<file path="config.mk">
export PLATFORM = sky130hd
export DESIGN_NAME = ppu_sprite_line_engine_flat
export DESIGN_NICKNAME = d
export VERILOG_FILES = /design/src/rtl/ppu_sprite_line_engine_if.sv /design/src/rtl/ppu_sprite_line_engine.sv /design/src/flat_wrapper.sv
export SDC_FILE = /design/constraint.sdc
export NUM_CORES = 1
export LEC_CHECK = 0
export ABC_AREA = 1
export ABC_CLOCK_PERIOD_IN_PS = 10300
export BUFFER_PORTS_ARGS = -buffer_cell sky130_fd_sc_hd__buf_4
export CORE_MARGIN = 2
export CORE_UTILIZATION = 62
export DETAILED_ROUTE_END_ITERATION = 8
export GPL_ROUTABILITY_DRIVEN = 0
export PLACE_DENSITY = 0.8
export RECOVER_POWER = 100
export SLEW_MARGIN = 10
export SYNTH_ARGS = -nofsm -noshare
export SYNTH_HDL_FRONTEND = slang
export SYNTH_SLANG_ARGS = --single-unit
</file>
<file path="constraint.sdc">
create_clock -name clk -period 10.3 [get_ports clk]
set_input_delay 1.545 -clock clk [delete_from_list [all_inputs] [get_ports clk]]
set_output_delay 1.545 -clock clk [all_outputs]
set_load 0.005 [all_outputs]
</file>
<file path="src/rtl/ppu_sprite_line_engine_if.sv">
// Sprite line engine bus: line control, OAM and pattern fetch ports, pixel query and sprite pixel result.
// The engine attaches through the slave modport; the driving environment uses master.
interface ppu_sprite_line_engine_if #(
  parameter int NUM_SPRITES = 64,
  parameter int TILE_SIZE   = 16,
  parameter int PAT_ADDR_W  = 12
);
  localparam int OAM_W = $clog2(NUM_SPRITES);

  logic                  line_start;
  logic [7:0]            eval_line;
  logic [OAM_W-1:0]      oam_addr;
  logic [31:0]           oam_data;
  logic [PAT_ADDR_W-1:0] pat_addr;
  logic [TILE_SIZE-1:0]  pat_plane0;
  logic [TILE_SIZE-1:0]  pat_plane1;
  logic                  pix_valid;
  logic [8:0]            pix_x;
  logic [4:0]            spr_pal_index;
  logic                  spr_opaque;
  logic                  spr_behind;
  logic                  spr_zero;
  logic                  overflow;
  logic                  ready;

  modport master (
    output line_start, eval_line, oam_data, pat_plane0, pat_plane1, pix_valid, pix_x,
    input  oam_addr, pat_addr, spr_pal_index, spr_opaque, spr_behind, spr_zero, overflow, ready
  );

  modport slave (
    input  line_start, eval_line, oam_data, pat_plane0, pat_plane1, pix_valid, pix_x,
    output oam_addr, pat_addr, spr_pal_index, spr_opaque, spr_behind, spr_zero, overflow, ready
  );
endinterface

</file>
<file path="src/rtl/ppu_sprite_line_engine.sv">
// Per-scanline sprite engine: scans OAM for sprites on the line, fetches their pattern rows,
// then resolves the sprite pixel for each queried column with lowest-slot-wins priority.
module ppu_sprite_line_engine #(
  parameter int NUM_SPRITES  = 64,
  parameter int MAX_PER_LINE = 8,
  parameter int TILE_SIZE    = 16,
  parameter int PAT_ADDR_W   = 12
) (
  input logic clk,
  input logic reset,
  ppu_sprite_line_engine_if.slave bus
);
  localparam int OAM_W   = $clog2(NUM_SPRITES);
  localparam int EVAL_W  = OAM_W + 1;
  localparam int ROW_W   = $clog2(TILE_SIZE);
  localparam int SLOT_IW = (MAX_PER_LINE > 1) ? $clog2(MAX_PER_LINE) : 1;
  localparam int SLOT_CW = $clog2(MAX_PER_LINE + 1);
  localparam logic [EVAL_W-1:0]  EVAL_LAST = EVAL_W'(NUM_SPRITES);
  localparam logic [EVAL_W-1:0]  ADDR_LAST = EVAL_W'(NUM_SPRITES - 1);
  localparam logic [SLOT_CW-1:0] SLOT_FULL = SLOT_CW'(MAX_PER_LINE);
  localparam logic [8:0]         TILE_9    = 9'(TILE_SIZE);

  typedef enum logic [1:0] {IDLE = 2'd0, EVAL = 2'd1, FETCH = 2'd2, READY = 2'd3} state_t;

  function automatic logic [TILE_SIZE-1:0] bit_rev(input logic [TILE_SIZE-1:0] v);
    for (int i = 0; i < TILE_SIZE; i++) bit_rev[i] = v[TILE_SIZE-1-i];
  endfunction

  function automatic logic [PAT_ADDR_W-1:0] row_addr(input logic [7:0] tile, input logic [ROW_W-1:0] row);
    row_addr = PAT_ADDR_W'(tile) * PAT_ADDR_W'(TILE_SIZE) + PAT_ADDR_W'(row);
  endfunction

  state_t                state_r;
  logic [EVAL_W-1:0]     eval_cnt_r;
  logic [7:0]            line_r;
  logic [OAM_W-1:0]      oam_addr_r;
  logic [PAT_ADDR_W-1:0] pat_addr_r;
  logic [SLOT_CW-1:0]    slot_cnt_r;
  logic [SLOT_IW-1:0]    fetch_idx_r;
  logic                  fetch_cap_r;
  logic                  overflow_r;
  logic                  ready_r;
  // Slot attribute is packed as {hflip, behind, palette[2:0]}.
  logic [7:0]            slot_x_r    [MAX_PER_LINE];
  logic [7:0]            slot_tile_r [MAX_PER_LINE];
  logic [ROW_W-1:0]      slot_row_r  [MAX_PER_LINE];
  logic [4:0]            slot_attr_r [MAX_PER_LINE];
  logic                  slot_zero_r [MAX_PER_LINE];
  logic [TILE_SIZE-1:0]  slot_p0_r   [MAX_PER_LINE];
  logic [TILE_SIZE-1:0]  slot_p1_r   [MAX_PER_LINE];
  logic [4:0]            pal_r;
  logic                  opaque_r, behind_r, zero_r;

  logic [7:0]            oam_x_s, oam_y_s, oam_tile_s, oam_attr_s;
  logic                  attr_unused_s;
  logic [8:0]            d_s;
  logic                  y_hit_s, accept_s, ovf_hit_s;
  logic [ROW_W-1:0]      row_s;
  logic [SLOT_IW-1:0]    slot_wr_s, fetch_nx_s;
  logic [SLOT_CW-1:0]    slot_cnt_nx_s;
  logic [PAT_ADDR_W-1:0] first_addr_s, next_addr_s;

  // OAM entry decode and Y test; d is 9-bit so sprites above the line never wrap into a hit.
  always_comb begin
    oam_x_s       = bus.oam_data[7:0];
    oam_y_s       = bus.oam_data[15:8];
    oam_tile_s    = bus.oam_data[23:16];
    oam_attr_s    = bus.oam_data[31:24];
    attr_unused_s = ^oam_attr_s[4:3];
    d_s           = {1'b0, line_r} - {1'b0, oam_y_s};
    y_hit_s       = (d_s < TILE_9);
    if (oam_attr_s[7]) begin
      row_s = ~d_s[ROW_W-1:0];
    end else begin
      row_s = d_s[ROW_W-1:0];
    end
    accept_s  = (state_r == EVAL) && (eval_cnt_r != {EVAL_W{1'b0}}) && y_hit_s && (slot_cnt_r != SLOT_FULL);
    ovf_hit_s = (state_r == EVAL) && (eval_cnt_r != {EVAL_W{1'b0}}) && y_hit_s && (slot_cnt_r == SLOT_FULL);
    slot_wr_s = slot_cnt_r[SLOT_IW-1:0];
    if (accept_s) begin
      slot_cnt_nx_s = slot_cnt_r + SLOT_CW'(1'b1);
    end else begin
      slot_cnt_nx_s = slot_cnt_r;
    end
  end

  // Pattern addresses for the first slot (possibly written this very cycle) and the next slot.
  always_comb begin
    if (slot_cnt_r == {SLOT_CW{1'b0}}) begin
      first_addr_s = row_addr(oam_tile_s, row_s);
    end else begin
      first_addr_s = row_addr(slot_tile_r[0], slot_row_r[0]);
    end
    fetch_nx_s  = fetch_idx_r + SLOT_IW'(1'b1);
    next_addr_s = row_addr(slot_tile_r[fetch_nx_s], slot_row_r[fetch_nx_s]);
  end

  // Line state machine: OAM scan, pattern fetch and line-buffer hold.
  always_ff @(posedge clk or negedge reset) begin
    if (!reset) begin
      state_r     <= IDLE;
      eval_cnt_r  <= {EVAL_W{1'b0}};
      line_r      <= 8'h00;
      oam_addr_r  <= {OAM_W{1'b0}};
      pat_addr_r  <= {PAT_ADDR_W{1'b0}};
      slot_cnt_r  <= {SLOT_CW{1'b0}};
      fetch_idx_r <= {SLOT_IW{1'b0}};
      fetch_cap_r <= 1'b0;
      overflow_r  <= 1'b0;
      ready_r     <= 1'b0;
      for (int i = 0; i < MAX_PER_LINE; i++) begin
        slot_p0_r[i] <= {TILE_SIZE{1'b0}};
        slot_p1_r[i] <= {TILE_SIZE{1'b0}};
      end
    end else if (bus.line_start) begin
      state_r     <= EVAL;
      eval_cnt_r  <= {EVAL_W{1'b0}};
      line_r      <= bus.eval_line;
      oam_addr_r  <= {OAM_W{1'b0}};
      pat_addr_r  <= {PAT_ADDR_W{1'b0}};
      slot_cnt_r  <= {SLOT_CW{1'b0}};
      fetch_idx_r <= {SLOT_IW{1'b0}};
      fetch_cap_r <= 1'b0;
      overflow_r  <= 1'b0;
      ready_r     <= 1'b0;
      for (int i = 0; i < MAX_PER_LINE; i++) begin
        slot_p0_r[i] <= {TILE_SIZE{1'b0}};
        slot_p1_r[i] <= {TILE_SIZE{1'b0}};
      end
    end else begin
      case (state_r)
        EVAL: begin
          if (accept_s) begin
            slot_x_r[slot_wr_s]    <= oam_x_s;
            slot_tile_r[slot_wr_s] <= oam_tile_s;
            slot_row_r[slot_wr_s]  <= row_s;
            slot_attr_r[slot_wr_s] <= {oam_attr_s[6], oam_attr_s[5], oam_attr_s[2:0]};
            slot_zero_r[slot_wr_s] <= (eval_cnt_r == EVAL_W'(1'b1));
            slot_cnt_r             <= slot_cnt_nx_s;
          end
          if (ovf_hit_s) overflow_r <= 1'b1;
          if (eval_cnt_r < ADDR_LAST) oam_addr_r <= oam_addr_r + OAM_W'(1'b1);
          if (eval_cnt_r == EVAL_LAST) begin
            if (slot_cnt_nx_s == {SLOT_CW{1'b0}}) begin
              state_r <= READY;
              ready_r <= 1'b1;
            end else begin
              state_r     <= FETCH;
              fetch_idx_r <= {SLOT_IW{1'b0}};
              fetch_cap_r <= 1'b0;
              pat_addr_r  <= first_addr_s;
            end
          end else begin
            eval_cnt_r <= eval_cnt_r + EVAL_W'(1'b1);
          end
        end
        FETCH: begin
          if (!fetch_cap_r) begin
            fetch_cap_r <= 1'b1;
          end else begin
            fetch_cap_r <= 1'b0;
            if (slot_attr_r[fetch_idx_r][4]) begin
              slot_p0_r[fetch_idx_r] <= bit_rev(bus.pat_plane0);
              slot_p1_r[fetch_idx_r] <= bit_rev(bus.pat_plane1);
            end else begin
              slot_p0_r[fetch_idx_r] <= bus.pat_plane0;
              slot_p1_r[fetch_idx_r] <= bus.pat_plane1;
            end
            if ((SLOT_CW'(fetch_idx_r) + SLOT_CW'(1'b1)) == slot_cnt_r) begin
              state_r <= READY;
              ready_r <= 1'b1;
            end else begin
              fetch_idx_r <= fetch_nx_s;
              pat_addr_r  <= next_addr_s;
            end
          end
        end
        READY:   state_r <= READY;
        IDLE:    state_r <= IDLE;
        default: state_r <= IDLE;
      endcase
    end
  end

  logic              win_s, win_zero_s, x_hit_s;
  logic [1:0]        win_pat_s, pat_s;
  logic [4:0]        win_attr_s;
  logic [ROW_W-1:0]  idx_s;

  // Priority resolve: scan high to low so the lowest opaque slot is the last to claim the pixel.
  always_comb begin
    win_s      = 1'b0;
    win_zero_s = 1'b0;
    win_pat_s  = 2'b00;
    win_attr_s = 5'b00000;
    x_hit_s    = 1'b0;
    pat_s      = 2'b00;
    idx_s      = {ROW_W{1'b0}};
    for (int i = MAX_PER_LINE - 1; i >= 0; i--) begin
      x_hit_s = ({1'b0, slot_x_r[i]} <= bus.pix_x) && (bus.pix_x < ({1'b0, slot_x_r[i]} + TILE_9));
      idx_s   = ~(bus.pix_x[ROW_W-1:0] - slot_x_r[i][ROW_W-1:0]);
      pat_s   = {slot_p1_r[i][idx_s], slot_p0_r[i][idx_s]};
      if ((SLOT_CW'(i) < slot_cnt_r) && x_hit_s && (pat_s != 2'b00)) begin
        win_s      = 1'b1;
        win_pat_s  = pat_s;
        win_attr_s = slot_attr_r[i];
        win_zero_s = slot_zero_r[i];
      end else begin
        win_s = win_s;
      end
    end
  end

  // Registered sprite pixel, forced transparent outside a valid pixel on a ready line.
  always_ff @(posedge clk or negedge reset) begin
    if (!reset) begin
      pal_r    <= 5'b00000;
      opaque_r <= 1'b0;
      behind_r <= 1'b0;
      zero_r   <= 1'b0;
    end else if (bus.pix_valid && ready_r && win_s) begin
      pal_r    <= {win_attr_s[2:0], win_pat_s};
      opaque_r <= 1'b1;
      behind_r <= win_attr_s[3];
      zero_r   <= win_zero_s;
    end else begin
      pal_r    <= 5'b00000;
      opaque_r <= 1'b0;
      behind_r <= 1'b0;
      zero_r   <= 1'b0;
    end
  end

  assign bus.oam_addr      = oam_addr_r;
  assign bus.pat_addr      = pat_addr_r;
  assign bus.overflow      = overflow_r;
  assign bus.ready         = ready_r;
  assign bus.spr_pal_index = pal_r;
  assign bus.spr_opaque    = opaque_r;
  assign bus.spr_behind    = behind_r;
  assign bus.spr_zero      = zero_r;
endmodule

</file>
<file path="src/flat_wrapper.sv">
// flat-port wrapper written by rule: the top's interface ports become plain ports
module ppu_sprite_line_engine_flat 
#(
  parameter int NUM_SPRITES  = 64,
  parameter int MAX_PER_LINE = 8,
  parameter int TILE_SIZE    = 16,
  parameter int PAT_ADDR_W   = 12
)
  (clk, reset, bus_line_start, bus_eval_line, bus_oam_data, bus_pat_plane0, bus_pat_plane1, bus_pix_valid, bus_pix_x, bus_oam_addr, bus_pat_addr, bus_spr_pal_index, bus_spr_opaque, bus_spr_behind, bus_spr_zero, bus_overflow, bus_ready);
  ppu_sprite_line_engine_if #(.NUM_SPRITES(NUM_SPRITES), .TILE_SIZE(TILE_SIZE), .PAT_ADDR_W(PAT_ADDR_W)) bus_i ();
  input logic clk;
  input logic reset;
  input wire logic [$bits(bus_i.line_start)-1:0] bus_line_start;
  input wire logic [$bits(bus_i.eval_line)-1:0] bus_eval_line;
  input wire logic [$bits(bus_i.oam_data)-1:0] bus_oam_data;
  input wire logic [$bits(bus_i.pat_plane0)-1:0] bus_pat_plane0;
  input wire logic [$bits(bus_i.pat_plane1)-1:0] bus_pat_plane1;
  input wire logic [$bits(bus_i.pix_valid)-1:0] bus_pix_valid;
  input wire logic [$bits(bus_i.pix_x)-1:0] bus_pix_x;
  output wire logic [$bits(bus_i.oam_addr)-1:0] bus_oam_addr;
  output wire logic [$bits(bus_i.pat_addr)-1:0] bus_pat_addr;
  output wire logic [$bits(bus_i.spr_pal_index)-1:0] bus_spr_pal_index;
  output wire logic [$bits(bus_i.spr_opaque)-1:0] bus_spr_opaque;
  output wire logic [$bits(bus_i.spr_behind)-1:0] bus_spr_behind;
  output wire logic [$bits(bus_i.spr_zero)-1:0] bus_spr_zero;
  output wire logic [$bits(bus_i.overflow)-1:0] bus_overflow;
  output wire logic [$bits(bus_i.ready)-1:0] bus_ready;
  assign bus_i.line_start = bus_line_start;
  assign bus_i.eval_line = bus_eval_line;
  assign bus_i.oam_data = bus_oam_data;
  assign bus_i.pat_plane0 = bus_pat_plane0;
  assign bus_i.pat_plane1 = bus_pat_plane1;
  assign bus_i.pix_valid = bus_pix_valid;
  assign bus_i.pix_x = bus_pix_x;
  assign bus_oam_addr = bus_i.oam_addr;
  assign bus_pat_addr = bus_i.pat_addr;
  assign bus_spr_pal_index = bus_i.spr_pal_index;
  assign bus_spr_opaque = bus_i.spr_opaque;
  assign bus_spr_behind = bus_i.spr_behind;
  assign bus_spr_zero = bus_i.spr_zero;
  assign bus_overflow = bus_i.overflow;
  assign bus_ready = bus_i.ready;
  ppu_sprite_line_engine #(.NUM_SPRITES(NUM_SPRITES), .MAX_PER_LINE(MAX_PER_LINE), .TILE_SIZE(TILE_SIZE), .PAT_ADDR_W(PAT_ADDR_W)) u_core (.clk(clk), .reset(reset), .bus(bus_i));
endmodule
</file>
==> results.sh, run 1 <==
export IMPL_maxCapViolCount=8
export IMPL_grt_setup_unrepaired="false"
export IMPL_io_pin_count=113
export IMPL_timing_fmax_ghz=0.1356
export IMPL_async_flop_share_pct=59.77
export IMPL_grtUsageTotal_pct=37.13
export IMPL_violations="capacitance limit, slew limit"
export IMPL_reg2reg_from="u_core.line_r[0]$_DFFE_PN0P_"
export IMPL_worstSetupStartpointType="input port"
export IMPL_core_region_area_um2=49050
export IMPL_power_switching_mw=1.387
export IMPL_grt_max_degree=97
export IMPL_timing_critical_path_from="bus_line_start"
export IMPL_overflow=0
export IMPL_row_count=81
export IMPL_drive_above_1_share_pct=6.579
export IMPL_antenna_found_initial=0
export IMPL_slew_headroom_pct=-129.8
export IMPL_p_leak_nw=14.13
export IMPL_max_clock_path_buffers=3
export IMPL_synth_edff_count=208
export IMPL_clock_sinks=517
export IMPL_synthCells=3633
export IMPL_final_cell_area_um2=33120
export IMPL_synth_cell_types=56
export IMPL_crit_arrival_ps=7870
export IMPL_yosysWarnings=0
export IMPL_endpoint="u_core.slot_p0_r[84]$_DFFE_PN0P_"
export IMPL_pwr_share_clk_pct=41.2
export IMPL_fp_dieH_um=227.0
export IMPL_cp_required_ps=10800
export IMPL_min_from="u_core.line_r[2]$_DFFE_PN0P_"
export IMPL_dp_hpwl_um=58040
export IMPL_r2r_end="u_core.slot_tile_r[3][2]$_DFFE_PP_"
export IMPL_min_period_ps=7372
export IMPL_drtIter0Drc=4680
export IMPL_yosys_area_top_type="dfrtp_1"
export IMPL_cts_buffers=55
export IMPL_worstMarginPinSlew_ps=3447
export IMPL_synth_common_cells="a21oi_1 (712), nand2_1 (497), inv_1 (334)"
export IMPL_synthTopCellsByArea="dfrtp_1 (25%), edfxtp_1 (20%), a21oi_1 (12%)"
export IMPL_synth_ff_type="dfrtp_1"
export IMPL_vias=28340
export IMPL_drt_wl_total_um=96280
export IMPL_yosysTopAreaCellShare_pct=25.08
export IMPL_synth_most_common_cell="a21oi_1"
export IMPL_die_area_um2=51520
export IMPL_ir_drop_uv=203.0
export IMPL_nNetsFinal=3782
export IMPL_clk_latency_ps=640
export IMPL_setup_tns_ps=0
export IMPL_portBuffers=110
export IMPL_min_path_type="register to register"
export IMPL_hold_buffers=0
export IMPL_cp_end_kind="register"
export IMPL_grt_pass1_vias=27490
export IMPL_finalClockSkew_ps=26.80
export IMPL_drt_first_pass_iters=8
export IMPL_p_sw_share_pct=27.62
export IMPL_p_int_mw=3.634
export IMPL_grt_pass1_wl_um=148700
export IMPL_finalHoldViolCount=0
export IMPL_ys_seq_elements=517
export IMPL_p_comb_share_pct=13.8
export IMPL_cts_resized=0
export IMPL_reg2reg_slack_ps=5040
export IMPL_outcome="finished, violations left"
export IMPL_antenna_left=0
export IMPL_r2r_cells=15
export IMPL_htree_num_levels=2
export IMPL_synth_nets=3887
export IMPL_post_drt_via_cell_ratio=6.691
export IMPL_post_cts_buffers=0
export IMPL_yosysSeqAreaShare_pct=45.34
export IMPL_p_seq_share_pct=45.1
export IMPL_clk_pin_slew_ps=60
export IMPL_powerDensity_nw_per_um2=151.6
export IMPL_setup_viol=0
export IMPL_die_w_um=227.0
export IMPL_drv_slew=267
export IMPL_cts_tree="yes"
export IMPL_worstPathMaxFanout=51
export IMPL_initial_core_util_pct=62.85
export IMPL_dpl_cell_area_um2=31480
export IMPL_nFillCells=3827
export IMPL_crit_type="input port to register"
export IMPL_layout_area_overhead_vs_synth_pct=7.423
export IMPL_synth_area_um2=30830
export IMPL_final_period_utilization_pct=71.58
export IMPL_drt_wirelength_per_cell_um=22.73
export IMPL_syn_area_per_cell_um2=8.485
export IMPL_antenna_cells=0
export IMPL_drc=0
export IMPL_cts_root_buf="clkbuf_16"
[worst min path at each step]
stage	end	slack, ps	cells after the start
2_1_floorplan	u_core.fetch_cap_r$_DFFE_PN0P_	440	2
3_3_place_gp	u_core.fetch_cap_r$_DFFE_PN0P_	460	2
3_5_place_dp	u_core.line_r[2]$_DFFE_PN0P_	470	2
4_1_cts	u_core.line_r[2]$_DFFE_PN0P_	480	2
5_1_grt	u_core.bus.pat_addr[11]$_DFFE_PN0P_	490	2
6_report	u_core.line_r[2]$_DFFE_PN0P_	470	2
[kinds of logic (layout without fill, tap and decap cells)]
logic type | after synthesis | after routing | share of synthesized area (%)
DFF | 517 | 517 | 45.34
buffers and inverters | 648 | 587 | 8.479
xor gates and xnor gates | 44 | 44 | 1.250
adders and majority gates | 169 | 169 | 7.078
and+or+nand+nor | 1017 | 1017 | 14.64
AOI/OAI and AO/OA | 1238 | 1238 | 23.21
[final cells by class]
type                            count  area, um^2  area share [%]
Tap cell                          664       830.8           2.509
Clock inverter                     22       254.0          0.7670
Multi-Input combinational cell   2468       14220           42.96
Inverter                          346        1305           3.941
Sequential cell                   517       13980           42.21
Clock buffer                       79        1609           4.859
Timing Repair Buffer              140       912.1           2.754
[worst max-delay path, stage by stage]
cell and delay, ps:
clkbuf_1 900, clkinvlp_2 1980, clkbuf_1 1220, nand2_2 740, nand2_1 830, o32ai_1 580
[cells in the final DEF, fill, tap and decap left out, drive strengths merged, types with 14 or more instances in the layout]
cell type,Yosys,final
clkbuf,157,143
nand3,274,274
nor2,133,133
edfxtp,208,208
o211ai,18,18
ha,160,160
dfrtp,309,309
nand4,36,36
clkinv,1,16
o31ai,139,139
nand2,522,522
nand3b,14,14
a21oi,712,712
buf,145,76
nor3,18,18
o21ai,207,207
o32ai,118,118
inv,345,343
xor2,21,21
xnor2,23,23
[per-layer routing]
layer	share of wire, %	wire (um)	track usage [%]
met3	12	11470	8.764
met1	36	34800	46.60
met5	0	0	0
met2	45	43290	58.05
met4	7.0	6728	23.87
[registers in the layout (all words and copies together) (netlist names)]
name                      cells
u_core.slot_attr_r           40
u_core.line_r                 8
u_core.bus.oam_addr           6
u_core.bus.spr_pal_index      5
u_core.bus.spr_behind         1
u_core.slot_x_r              64
u_core.bus.ready              1
u_core.bus.overflow           1
u_core.state_r                2
u_core.fetch_idx_r            3
u_core.eval_cnt_r             7
u_core.bus.pat_addr          12
u_core.bus.spr_zero           1
u_core.fetch_cap_r            1
u_core.slot_p1_r            128
u_core.slot_tile_r           64
u_core.slot_p0_r            128
u_core.bus.spr_opaque         1
u_core.slot_zero_r            8
u_core.slot_cnt_r             4
u_core.slot_row_r            32
[power by group through the flow]
stage / combinational (mW) / clock [mW] / sequential [mW]
floorplan: 0.424 / 0 / 2.29
global placement: 0.645 / 0 / 2.30
detailed placement: 0.673 / 0 / 2.30
CTS: 0.678 / 2.07 / 2.26
global route: 0.748 / 2.15 / 2.27
finish: 0.692 / 2.07 / 2.26
[per-stage QoR]
stage	std cells	setup slack, ps	utilization (%)	power, mW	hold WS, ps
global placement	4135	4785	64.18	2.942	455.7
CTS	4236	5276	67.98	5.005	482.3
global route	4236	2428	67.51	5.165	491.1
finish	4236	2928	67.51	5.020	474.1
floorplan	3633	4965	-	2.716	441.4
detailed placement	4135	4654	64.18	2.972	468.3
Power figures use the tool's default switching activity.
==> inputs of run 2 (changes only) <==
Settings changed: ABC_CLOCK_PERIOD_IN_PS 10300 to 6740, CORE_UTILIZATION 62 to 57, PLACE_DENSITY 0.8 to 0.77.
Clock period 10.3 ns to 6.74 ns, I/O delays scaled along.
==> run 2 against run 1 <==
Effect of this change: the run still ends with capacitance limit, slew limit left; sequential share of layout area fell by 0.17 points; sequential power rose by 53%; setup slack got worse by 1300 ps; global-route usage fell by 4.8 points; cell count rose by 0.92%; clock power rose by 54%; count of clock-buffer cells in the layout fell by 8; sequential cell count did not move; die area rose by 8.6%; core utilization fell by 5.5 points; largest power group unchanged.
==> results.sh, run 2 (same netlist as run 1, synthesis figures left out) <==
export IMPL_finalHoldViolCount=0
export IMPL_grt_pass1_wl_um=143600
export IMPL_drt_wl_total_um=92150
export IMPL_final_period_utilization_pct=76.41
export IMPL_drive_above_1_share_pct=6.819
export IMPL_drt_wirelength_per_cell_um=21.56
export IMPL_setup_tns_ps=0
export IMPL_slew_headroom_pct=-76.17
export IMPL_p_leak_nw=14.20
export IMPL_min_period_ps=5150
export IMPL_layout_common_cells="a21oi_1 (712), nand2_1 (504), inv_1 (334)"
export IMPL_nNetsFinal=3785
export IMPL_maxCapViolCount=10
export IMPL_grtUsageTotal_pct=32.38
export IMPL_dp_hpwl_um=55820
export IMPL_htree_num_levels=2
export IMPL_core_region_area_um2=53600
export IMPL_cts_resized=0
export IMPL_antenna_left=0
export IMPL_setup_viol=0
export IMPL_max_clock_path_buffers=3
export IMPL_finalClockSkew_ps=17.43
export IMPL_dpl_worst_slack_ps=1831
export IMPL_die_w_um=236.6
export IMPL_io_pin_count=113
export IMPL_worstMarginPinSlew_ps=2643
export IMPL_drv_slew=340
export IMPL_hold_buffers=0
export IMPL_die_area_um2=55960
export IMPL_cp_end_kind="register"
export IMPL_final_common_cell="a21oi_1"
export IMPL_setup_ws_ps=1590
export IMPL_min_path_type="register to register"
export IMPL_cts_buffers=56
export IMPL_crit_type="input port to register"
export IMPL_drc=0
export IMPL_worstPathMaxFanout=39
export IMPL_row_count=85
export IMPL_crit_arrival_ps=5450
export IMPL_layout_area_overhead_vs_synth_pct=7.850
export IMPL_worstSetupStartpointType="input port"
export IMPL_powerDensity_nw_per_um2=231.1
export IMPL_violations="capacitance limit, slew limit"
export IMPL_post_drt_via_cell_ratio=6.411
export IMPL_reg2reg_slack_ps=1630
export IMPL_initial_core_util_pct=57.51
export IMPL_post_cts_buffers=0
export IMPL_outcome="finished, violations left"
export IMPL_portBuffers=110
export IMPL_ir_drop_uv=201.2
export IMPL_drtIter0Drc=3641
export IMPL_cts_tree="yes"
export IMPL_reg_largest_list="u_core.slot_p0_r x128, u_core.slot_p1_r x128"
export IMPL_fp_dieH_um=236.6
export IMPL_vias=27410
export IMPL_overflow=0
export IMPL_grt_pass1_vias=26190
export IMPL_clock_sinks=517
export IMPL_drt_first_pass_iters=6
export IMPL_grt_max_degree=177
export IMPL_antenna_found_initial=0
export IMPL_clk_latency_ps=630
export IMPL_timing_fmax_ghz=0.1942
export IMPL_cts_root_buf="clkbuf_16"
export IMPL_clk_pin_slew_ps=60
export IMPL_cp_required_ps=7040
export IMPL_grt_setup_unrepaired="false"
run 2: final timing paths:
path | startpoint | endpoint | depth (start not counted)
max | reset | u_core.slot_attr_r[4][1]$_DFFE_PP_ | 4
min | u_core.line_r[3]$_DFFE_PN0P_ | u_core.line_r[3]$_DFFE_PN0P_ | 2
max reg2reg | u_core.fetch_idx_r[0]$_DFFE_PN0P_ | u_core.slot_p0_r[5]$_DFFE_PN0P_ | 6
min reg2reg | u_core.line_r[3]$_DFFE_PN0P_ | u_core.line_r[3]$_DFFE_PN0P_ | 2
max in group asynchronous | reset | u_core.slot_p1_r[34]$_DFFE_PN0P_ | 2
min in group asynchronous | reset | u_core.slot_p0_r[48]$_DFFE_PN0P_ | 1
run 2: layout make-up:
cell class | instances | area [um^2]
inverters | 346 | 1309
repair buffers | 142 | 967.2
diodes | 1 | 2.502
flip-flops and latches | 517 | 13980
clock inverters | 34 | 369.1
multi-input cells | 2468 | 14220
well taps | 696 | 870.8
clock buffers | 71 | 1528
fillers | 4645 | 20350
run 2: critical path: stages:
cell and delay (ps):
clkbuf_1 1830, nand4_1 470, nor3_1 1530, buf_4 530
run 2: power by group:
part | internal [mW] | total, mW | switching [mW]
Sequential | 3.40 | 3.46 | 0.0543
Clock | 1.84 | 3.19 | 1.36
Combinational | 0.305 | 1.03 | 0.727
run 2: routing by layer:
layer | GRT usage [%] | vias to the layer above | share of wire [%] | routed length [um]
met5 | 0 | - | 0 | 0
met3 | 7.204 | 304 | 10 | 9478
met4 | 16.97 | 0 | 5.8 | 5370
met2 | 51.81 | 1424 | 46 | 42100
li1 | - | 12590 | - | -
met1 | 41.34 | 13090 | 38 | 35200
run 2: stage by stage:
step / area [um^2] / hold slack, ps / power [mW] / utilization [%] / instances
6_report: 33250 / 476.2 / 7.683 / 62.03 / 4275
5_1_grt: 33240 / 509.6 / 7.929 / 62.02 / 4274
4_1_cts: 33470 / 271.4 / 7.685 / 62.45 / 4274
3_5_place_dp: 31580 / 464.1 / 4.532 / 58.91 / 4169
3_3_place_gp: 31580 / 456.4 / 4.509 / 58.91 / 4169
2_1_floorplan: 30830 / 441.4 / 4.150 / - / 3633
